<file path="src/rtl/turn_sequencer.sv">
// Turn sequencer for a phase-based game loop: walks through NUM_PHASES turn
// phases, tracks player/enemy hit points and completed rounds, and decides
// the winner. It also composites the active phase pixel with the HUD overlay.
//
// Ports
//   clk, rst               system clock, asynchronous active-low reset
//   phase_finished_in      level "finished" flag from each phase block
//   player_dmg_in          damage applied to the player each cycle (0 = none)
//   enemy_dmg_in           damage applied to the enemy each cycle (0 = none)
//   restart_in             level request to leave GAME_OVER
//   phase_pixel_in         RGB444 pixel of each phase, phase k at [12k+11:12k]
//   overlay_pixel_in       RGB444 health-bar/HUD pixel
//   phase_out              index of the active phase
//   phase_start_out        one-cycle pulse on entry to a phase
//   round_rst_out          one-cycle pulse resetting the phase blocks at round end
//   timeout_out            one-cycle pulse when the watchdog forces an advance
//   player_hp_out          player hit points
//   enemy_hp_out           enemy hit points
//   round_count_out        completed rounds, saturating
//   game_over_out          high while in GAME_OVER
//   winner_out             00 none, 01 player wins, 10 enemy wins, 11 draw
//   pixel_out              composited pixel (combinational)
module turn_sequencer #(
   parameter int unsigned NUM_PHASES     = 3,
   parameter int unsigned HP_W           = 8,
   parameter int unsigned MAX_HP         = 100,
   parameter int unsigned TIMEOUT_CYCLES = 0,
   parameter int unsigned ROUND_W        = 8
) (
   input  logic                          clk,
   input  logic                          rst,
   input  logic [NUM_PHASES-1:0]         phase_finished_in,
   input  logic [HP_W-1:0]               player_dmg_in,
   input  logic [HP_W-1:0]               enemy_dmg_in,
   input  logic                          restart_in,
   input  logic [12*NUM_PHASES-1:0]      phase_pixel_in,
   input  logic [11:0]                   overlay_pixel_in,
   output logic [$clog2(NUM_PHASES)-1:0] phase_out,
   output logic                          phase_start_out,
   output logic                          round_rst_out,
   output logic                          timeout_out,
   output logic [HP_W-1:0]               player_hp_out,
   output logic [HP_W-1:0]               enemy_hp_out,
   output logic [ROUND_W-1:0]            round_count_out,
   output logic                          game_over_out,
   output logic [1:0]                    winner_out,
   output logic [11:0]                   pixel_out
);

   localparam int unsigned PH_W    = $clog2(NUM_PHASES);
   localparam int unsigned WD_W    = (TIMEOUT_CYCLES > 1) ? $clog2(TIMEOUT_CYCLES) : 1;
   localparam int unsigned WD_LAST = (TIMEOUT_CYCLES > 0) ? TIMEOUT_CYCLES - 1 : 0;
   localparam logic        WD_EN   = (TIMEOUT_CYCLES > 0);

   localparam logic [PH_W-1:0] LAST_PHASE = PH_W'(NUM_PHASES - 1);
   localparam logic [HP_W-1:0] HP_RELOAD  = HP_W'(MAX_HP);

   localparam logic [1:0] S_START     = 2'd0;
   localparam logic [1:0] S_ACTIVE    = 2'd1;
   localparam logic [1:0] S_ROUND_END = 2'd2;
   localparam logic [1:0] S_GAME_OVER = 2'd3;

   logic [1:0]            state, state_nxt;
   logic [NUM_PHASES-1:0] fin_hist;
   logic [WD_W-1:0]       wd_cnt, wd_nxt;
   logic [PH_W-1:0]       phase_nxt;
   logic                  start_nxt, round_rst_nxt, timeout_nxt;
   logic [HP_W-1:0]       player_hp_nxt, enemy_hp_nxt;
   logic [ROUND_W-1:0]    round_nxt;
   logic [1:0]            winner_nxt;
   logic [NUM_PHASES-1:0] fin_rise;
   logic                  finish;
   logic                  expire;
   logic [11:0]           sel_px;
   logic [4:0]            chan_sum;

   // Rising edge of the active phase's finish flag; other phases are ignored.
   assign fin_rise = phase_finished_in & ~fin_hist;

   always_comb begin
      finish = 1'b0;
      for (int k = 0; k < NUM_PHASES; k++) begin
         if (phase_out == PH_W'(k)) finish = fin_rise[k];
      end
   end

   assign expire = WD_EN && (state == S_ACTIVE) && (wd_cnt == WD_W'(WD_LAST));

   // Next-state and next-output logic.
   always_comb begin
      state_nxt     = state;
      phase_nxt     = phase_out;
      wd_nxt        = wd_cnt;
      start_nxt     = 1'b0;
      round_rst_nxt = 1'b0;
      timeout_nxt   = 1'b0;
      player_hp_nxt = player_hp_out;
      enemy_hp_nxt  = enemy_hp_out;
      round_nxt     = round_count_out;
      winner_nxt    = winner_out;

      if (state != S_GAME_OVER) begin
         player_hp_nxt = (player_hp_out > player_dmg_in) ? player_hp_out - player_dmg_in : '0;
         enemy_hp_nxt  = (enemy_hp_out > enemy_dmg_in) ? enemy_hp_out - enemy_dmg_in : '0;
      end

      case (state)
         S_START: begin
            start_nxt = 1'b1;
            wd_nxt    = '0;
            state_nxt = S_ACTIVE;
         end
         S_ACTIVE: begin
            if (finish || expire) begin
               // A finish landing on the expiry cycle wins; no timeout is reported.
               timeout_nxt = expire && !finish;
               wd_nxt      = '0;
               if (phase_out == LAST_PHASE) begin
                  state_nxt = S_ROUND_END;
               end else begin
                  phase_nxt = phase_out + PH_W'(1);
                  state_nxt = S_START;
               end
            end else if (WD_EN) begin
               wd_nxt = wd_cnt + WD_W'(1);
            end
         end
         S_ROUND_END: begin
            round_rst_nxt = 1'b1;
            if (round_count_out != '1) round_nxt = round_count_out + ROUND_W'(1);
            phase_nxt = '0;
            state_nxt = S_START;
         end
         S_GAME_OVER: begin
            if (restart_in) begin
               player_hp_nxt = HP_RELOAD;
               enemy_hp_nxt  = HP_RELOAD;
               round_nxt     = '0;
               winner_nxt    = 2'b00;
               phase_nxt     = '0;
               state_nxt     = S_START;
            end
         end
         default: state_nxt = S_START;
      endcase

      // A dead side ends the game and overrides any phase/round activity.
      if ((state != S_GAME_OVER) && ((player_hp_out == '0) || (enemy_hp_out == '0))) begin
         state_nxt     = S_GAME_OVER;
         phase_nxt     = phase_out;
         round_nxt     = round_count_out;
         wd_nxt        = '0;
         start_nxt     = 1'b0;
         round_rst_nxt = 1'b0;
         timeout_nxt   = 1'b0;
         winner_nxt    = {player_hp_out == '0, enemy_hp_out == '0};
      end
   end

   // State and registered outputs. The finish history samples the flags every
   // cycle, including START, so a flag already high on phase entry is not a finish.
   always_ff @(posedge clk or negedge rst) begin
      if (!rst) begin
         state           <= S_START;
         phase_out       <= '0;
         wd_cnt          <= '0;
         fin_hist        <= '0;
         phase_start_out <= 1'b0;
         round_rst_out   <= 1'b0;
         timeout_out     <= 1'b0;
         player_hp_out   <= HP_RELOAD;
         enemy_hp_out    <= HP_RELOAD;
         round_count_out <= '0;
         game_over_out   <= 1'b0;
         winner_out      <= 2'b00;
      end else begin
         state           <= state_nxt;
         phase_out       <= phase_nxt;
         wd_cnt          <= wd_nxt;
         fin_hist        <= phase_finished_in;
         phase_start_out <= start_nxt;
         round_rst_out   <= round_rst_nxt;
         timeout_out     <= timeout_nxt;
         player_hp_out   <= player_hp_nxt;
         enemy_hp_out    <= enemy_hp_nxt;
         round_count_out <= round_nxt;
         game_over_out   <= (state_nxt == S_GAME_OVER);
         winner_out      <= winner_nxt;
      end
   end

   // Pixel compositing: per-channel saturating add, phase pixel blanked in GAME_OVER.
   always_comb begin
      sel_px    = '0;
      chan_sum  = '0;
      pixel_out = overlay_pixel_in;
      for (int k = 0; k < NUM_PHASES; k++) begin
         if (phase_out == PH_W'(k)) sel_px = phase_pixel_in[12*k +: 12];
      end
      if (state != S_GAME_OVER) begin
         for (int c = 0; c < 3; c++) begin
            chan_sum = {1'b0, sel_px[4*c +: 4]} + {1'b0, overlay_pixel_in[4*c +: 4]};
            pixel_out[4*c +: 4] = chan_sum[4] ? 4'hF : chan_sum[3:0];
         end
      end
   end

endmodule
</file>
<file path="config.mk">
export PLATFORM = sky130hd
export DESIGN_NAME = turn_sequencer
export DESIGN_NICKNAME = d
export VERILOG_FILES = /design/src/rtl/turn_sequencer.sv
export SDC_FILE = /design/constraint.sdc
export NUM_CORES = 1
export LEC_CHECK = 0
export ABC_AREA = 1
export CORE_MARGIN = 3
export CORE_UTILIZATION = 50
export DETAILED_ROUTE_END_ITERATION = 8
export PLACE_DENSITY = 0.93
export SLEW_MARGIN = 20
export SYNTH_ARGS = -nofsm -noshare
export SYNTH_HDL_FRONTEND = slang
export SYNTH_SLANG_ARGS = --single-unit
</file>
<file path="constraint.sdc">
create_clock -name clk -period 8.4 [get_ports clk]
set_input_delay 2.1 -clock clk [delete_from_list [all_inputs] [get_ports clk]]
set_output_delay 2.1 -clock clk [all_outputs]
set_load 0.02 [all_outputs]
</file>
==> results.yml, run 1 <==
grt:
  largest_net_degree_at_the_start_of_global_routing: 37
  grt_pass1_wl_mm: 15.4
  first_global_vias: 3478
  groute.layer.met1.usage_pct: 30.2
  grt-ovfl-total: 0
  groute.usage.overall_pct: 24.8
  global_route.usage.met3_pct: 4.14
  grt-busiest-layer: "met2"
  grt_antenna_before_repair: 0
  globalRouteMet2Util_pct: 43.9
routing:
  drt_iter0_drc: 180
  drc_errors: 0
  vias: 3619
  routedWlPerCell_microns: 14.2
  vias_per_cell: 5.37
  drt_first_pass_iters: 5
  wirelength_mm: 9.56
  detail-route-antenna-nets: 0
timing:
  tightestPinTransition_ps: 883
  layout_worst_path_cycle_share_pct: 80.3
  grt_setup_unrepaired: "no"
  final_critical_period_ps: 6740
  fin_tns_setup_ps: 0
  setup_viol_count_final: 0
  clock.fmax_mhz: 148
  drv_slew: 0
  worst_clock_skew_ps: 7.19
  maxSlewHeadroom_pct: 40.9
  hold_violations: 0
worst_setup_path:
  required_ps: 6300
  worstPathMaxFanout: 2
  crit_path_cell_trace: "clkdlybuf4s50_1 > a22oi_1 > a21oi_1 > ha_1 > fa_1 > nand2_1 > a21boi_0 > nor3_1 > nand2_1 > o22ai_1 > inv_1 > clkdlybuf4s50_1"
  worst_reg2reg_path_depth: 9
  startpoint_type: "input port"
  rrSetupSlack_ps: 6180
  cp_slowest_cell: "clkdlybuf4s50_1"
  cp-end-kind: "output port"
  cp.buffers_inverters: 3
  cp_top_family: "buffers and inverters"
  crit_path_max_incr_delay_ps: 550
  crit_cells: 12
  worst_ep_arrival_time_ps: 4640
  critical_path.reg2reg.endpoint: "phase_out[0]"
  timing.rr.start: "phase_out[0]"
  setup.worst_path.class: "input port to output port"
cells_and_area:
  most_frequent_cells_in_the_layout: "nand2_1 (118), clkdlybuf4s50_1 (112), inv_1 (74), nor2_1 (48)"
  antennaDiodeCount: 0
  drive_gt1_share_pct: 8.04
  mostFrequentLayoutCell: "nand2_1"
  final_nets: 703
  layout.cell_area.non_filler_sq_um: 4640
  fillerInstances: 513
  areaGrowthSynthToFinish_pct: 37.5
  final_cells: 674
power:
  irDropWorstVdd_mv: 0.217
  power.density_nw_per_um2: 353
  power_w: 0.00164
  power.leakage_nw: 2.36
clocking:
  clock-root-buffer: "clkbuf_8"
  cts_resized: 0
  cts_tree: "done"
  cts_hold_buf: 0
  cts.path.max_buffers: 2
  clock-sinks: 36
  cts.repair_timing.setup_buffer_count: 0
  h-tree-depth: 2
  tritoncts.num_buffers: 5
  clk_pin_slew_ps: 70
  worstSkewPairLatency_ps: 290
synth:
  distinct_cell_type_count_after_synthesis: 40
  postSynthRegisterBits: 36
  synth.yosys.warnings: 0
  netlist_instances: 485
  synth_seq_area_share_pct: 26.9
  syn_area_sq_um: 3370
  syn_avg_cell_area_sq_um: 6.96
  synthesis.nets: 592
worst_hold_path:
  hold_class: "flip-flop to flip-flop"
  hold-path-cell-count: 2
  hold_path_end: "player_hp_out[7]"
  hold_path_startpoint: "player_hp_out[7]"
floorplanning:
  die-area_sq_um: 7770
  initial_core_util_pct: 52.2
  die_y_microns: 88.1
  core_area_sq_um: 6460
  number_of_top_level_pins: 114
  floorplan.die.width_microns: 88.1
  std_cell_rows: 29
placed_design:
  numPlacedInstances: 666
  weighted_congestion_reported_at_the_end_of_routability_driven_placement: 0.866
  dpl-instance-area_sq_um: 4550
  place.port_buffers: 112
  dp_hpwl_mm: 7.54
job:
  timing.max_cap.violations: 0
outcome:
  status: "completed"
[cells in the mapped netlist]
library cell	instances	area share, %
o21a_1	2	0.44
a21oi_1	35	5.2
o21ai_1	2	0.30
nor2_2	3	0.56
buf_4	1	0.22
nand2_2	4	0.74
dfstp_2	6	4.7
clkinv_1	1	0.11
a22oi_1	12	2.7
xnor2_1	5	1.3
o21ai_2	8	2.1
nor2_4	2	0.67
nor3_1	2	0.30
nand2_4	3	1.0
xor2_1	7	1.8
ha_1	32	12
clkinv_4	1	0.26
a21o_1	3	0.67
or2_2	6	1.1
buf_1	2	0.22
buf_6	1	0.33
o22ai_1	2	0.37
nand4_1	5	0.93
dfrtp_1	30	22
inv_2	3	0.33
nand3b_1	1	0.22
inv_1	74	8.2
clkbuf_1	4	0.44
fa_1	5	3.0
a21boi_0	1	0.22
nand3_1	35	5.2
nor2_1	48	5.3
a31oi_1	1	0.19
buf_2	1	0.15
nor3_2	2	0.59
and2_1	1	0.19
nand2_1	118	13
conb_1	1	0.11
nand3_4	1	0.52
o21ai_0	14	2.1
[report_power, final]
group          switching (W)  internal [W]
Sequential         0.0000624      0.000239
Clock              0.0000676     0.0000578
Combinational       0.000716      0.000492
[flip-flops by register name (all words and copies together) (netlist names), 2 cells and up]
signal / count
round_count_out: 8
fin_hist: 3
enemy_hp_out: 8
winner_out: 2
state: 2
phase_out: 2
player_hp_out: 8
[cells by family (layout without fill, tap and decap cells)]
kind of cell	Yosys count	count (layout)	synth area share, %
compound gates	80	80	14.2
buf+inv	88	200	10.3
xor+xnor	12	12	3.12
simple gates	231	231	30.5
fa+ha+maj	37	37	14.8
other cells	1	1	0.111
flops	36	36	26.9
[worst max path at each step]
stage / endpoint / slack (ps) / startpoint
floorplan: pixel_out[11] / 2760 / phase_pixel_in[20]
global placement: pixel_out[11] / 1750 / phase_pixel_in[20]
detailed placement: pixel_out[11] / 1680 / phase_pixel_in[20]
CTS: pixel_out[11] / 1670 / phase_pixel_in[20]
global route: pixel_out[11] / 1450 / phase_pixel_in[20]
finish: pixel_out[11] / 1660 / phase_pixel_in[20]
[per-stage QoR]
| step | utilization [%] | hold slack (ps) | setup WS [ps] |
|---|---|---|---|
| floorplan | - | 500 | 2760 |
| global placement | 70.5 | 519 | 1750 |
| detailed placement | 70.5 | 518 | 1680 |
| CTS | 71.8 | 544 | 1670 |
| global route | 71.8 | 565 | 1450 |
| finish | 71.8 | 548 | 1660 |
[worst min-delay path, cell delays in order (launching register included)]
cell	delay, ps
dfrtp_1	390
nand2_1	70
nand2_1	60
[layout make-up]
| class | instances | area, sq um | share of cell area [%] |
|---|---|---|---|
| multi-input combinational | 361 | 2120 | 45.6 |
| timing repair buffer | 113 | 1130 | 24.3 |
| inverter | 79 | 302 | 6.50 |
| clock inverter | 3 | 18.8 | 0.405 |
| tap | 77 | 96.3 | 2.08 |
| clock buffer | 5 | 68.8 | 1.48 |
| sequential | 36 | 908 | 19.6 |
[per-layer routing]
metal	routed length (microns)	vias up
met5	0	-
met1	3790	1693
met3	505	27
met2	5010	123
li1	-	1776
met4	244	0
(Power assumes the default switching activity.)
==> inputs of run 2 (changes only) <==
CORE_UTILIZATION = 47   (was 50)
PLACE_DENSITY = 0.88   (was 0.93)
clock period = 6.8 ns   (was 8.4 ns; I/O delays follow)
==> run 2 against run 1 <==
  * Worst hold slack got worse by 9.7 ps
  * Die area increased by 5.9%
  * Sequential power increased by 23%
  * Core utilization decreased by 3.8 points
  * Combinational power increased by 22%
  * Global-route usage decreased by 2.2 points
  * Clock-buffer cell count increased by 3
  * Sequential share of layout area decreased by 0.15 points
  * Critical endpoint unchanged
  * Largest cell class unchanged
==> results.yml, run 2 (same netlist as run 1, synthesis figures left out) <==
worst_hold_path:
  hold_class: "flip-flop to flip-flop"
cells_and_area:
  layout.cell_area.non_filler_sq_um: 4680
  drive_gt1_share_pct: 7.87
  mostFrequentLayoutCell: "nand2_1"
  antennaDiodeCount: 0
  most_frequent_cells_in_the_layout: "nand2_1 (118), clkdlybuf4s50_1 (112), inv_1 (74), nor2_1 (48)"
  areaGrowthSynthToFinish_pct: 38.6
  final_nets: 703
  fillerInstances: 605
  layout_top_registers: "enemy_hp_out x8, player_hp_out x8, round_count_out x8"
worst_setup_path:
  cp.buffers_inverters: 3
  cp_slowest_cell: "clkdlybuf4s50_1"
  cp-end-kind: "output port"
  cp_top_family: "buffers and inverters"
  startpoint_type: "input port"
  worstPathMaxFanout: 2
  worst_ep_arrival_time_ps: 4290
  crit_path_max_incr_delay_ps: 540
  setup.worst_path.class: "input port to output port"
  required_ps: 5100
  crit_path_cell_trace: "clkdlybuf4s50_1 > a22oi_1 > a21oi_1 > ha_1 > fa_1 > nand2_1 > a21boi_0 > nor3_1 > nand2_1 > o22ai_1 > inv_1 > clkdlybuf4s50_1"
grt:
  grt_pass1_wl_mm: 15.7
  grt-ovfl-total: 0
  groute.usage.overall_pct: 22.6
  first_global_vias: 3416
  grt_antenna_before_repair: 0
  largest_net_degree_at_the_start_of_global_routing: 37
timing:
  final.setup.worst_slack_ps: 815
  tightestPinTransition_ps: 836
  drv_slew: 0
  worst_clock_skew_ps: 4.72
  final_critical_period_ps: 5990
  hold_violations: 0
  maxSlewHeadroom_pct: 44.1
  grt_setup_unrepaired: "no"
  layout_worst_path_cycle_share_pct: 88.0
  clock.fmax_mhz: 167
  fin_tns_setup_ps: 0
  setup_viol_count_final: 0
floorplanning:
  core_area_sq_um: 6870
  die_y_microns: 90.7
  std_cell_rows: 30
  die-area_sq_um: 8230
  number_of_top_level_pins: 114
  floorplan.die.width_microns: 90.7
  initial_core_util_pct: 49.1
routing:
  detail-route-antenna-nets: 0
  drt_iter0_drc: 119
  vias: 3503
  wirelength_mm: 9.03
  vias_per_cell: 5.05
  drc_errors: 0
  routedWlPerCell_microns: 13.0
  drt_first_pass_iters: 7
clocking:
  cts_tree: "done"
  h-tree-depth: 2
  tritoncts.num_buffers: 5
  worstSkewPairLatency_ps: 290
  cts.path.max_buffers: 2
  cts.repair_timing.setup_buffer_count: 0
  cts_resized: 0
  clock-root-buffer: "clkbuf_8"
  clock-sinks: 36
  clk_pin_slew_ps: 70
  cts_hold_buf: 0
placed_design:
  dp_hpwl_mm: 7.11
  dpl-instance-area_sq_um: 4580
  weighted_congestion_reported_at_the_end_of_routability_driven_placement: 0.899
  place_worst_setup_slack_ps: 863
  place.port_buffers: 112
power:
  power.density_nw_per_um2: 431
  irDropWorstVdd_mv: 0.216
  power.leakage_nw: 2.37
job:
  timing.max_cap.violations: 0
outcome:
  status: "completed"
## run 2: area by class of cell
cell class	count	area [sq um]	share of cell area, %
Inverter	79	302	6.45
Tap cell	96	120	2.57
Clock buffer	8	100	2.14
Sequential cell	36	908	19.4
Timing Repair Buffer	113	1130	24.1
Multi-Input combinational cell	361	2120	45.3
## run 2: metrics by stage
step | total power, W | hold slack, ps | cells | util, %
after CTS | 0.00202 | 542 | 693 | 68.1
after global routing | 0.00221 | 568 | 693 | 68.1
after global placement | 0.00179 | 516 | 685 | 66.6
after detailed placement | 0.00184 | 521 | 685 | 66.6
after floorplan | 0.00136 | 500 | 485 | -
final | 0.00202 | 538 | 693 | 68.1
## run 2: tightest hold or removal path: stages, from the launching register on
cell	delay, ps
dfrtp_1	390
nand2_1	60
nand2_1	60
## run 2: metal layers
metal	track usage (%)	wire length (microns)
met1	28.1	3860
met5	0	0
met3	4.17	468
met2	39.5	4490
met4	6.89	208
## run 2: final timing paths
| check | slack, ps | end | start | depth (start not counted) |
|---|---|---|---|---|
| max in group asynchronous | 4610 | player_hp_out[2] | rst | 2 |
| min reg2reg | 540 | enemy_hp_out[0] | enemy_hp_out[0] | 2 |
| min | 540 | enemy_hp_out[0] | enemy_hp_out[0] | 2 |
| max reg2reg | 4570 | phase_out[1] | phase_out[0] | 9 |
| min in group asynchronous | 1830 | round_count_out[2] | rst | 2 |
| max | 810 | pixel_out[11] | phase_pixel_in[8] | 12 |
## run 2: where the power goes
part           internal, W  switching [W]  total, W
registers         0.000295      0.0000751  0.000370
logic             0.000608       0.000867   0.00148
clock network    0.0000926      0.0000770  0.000170
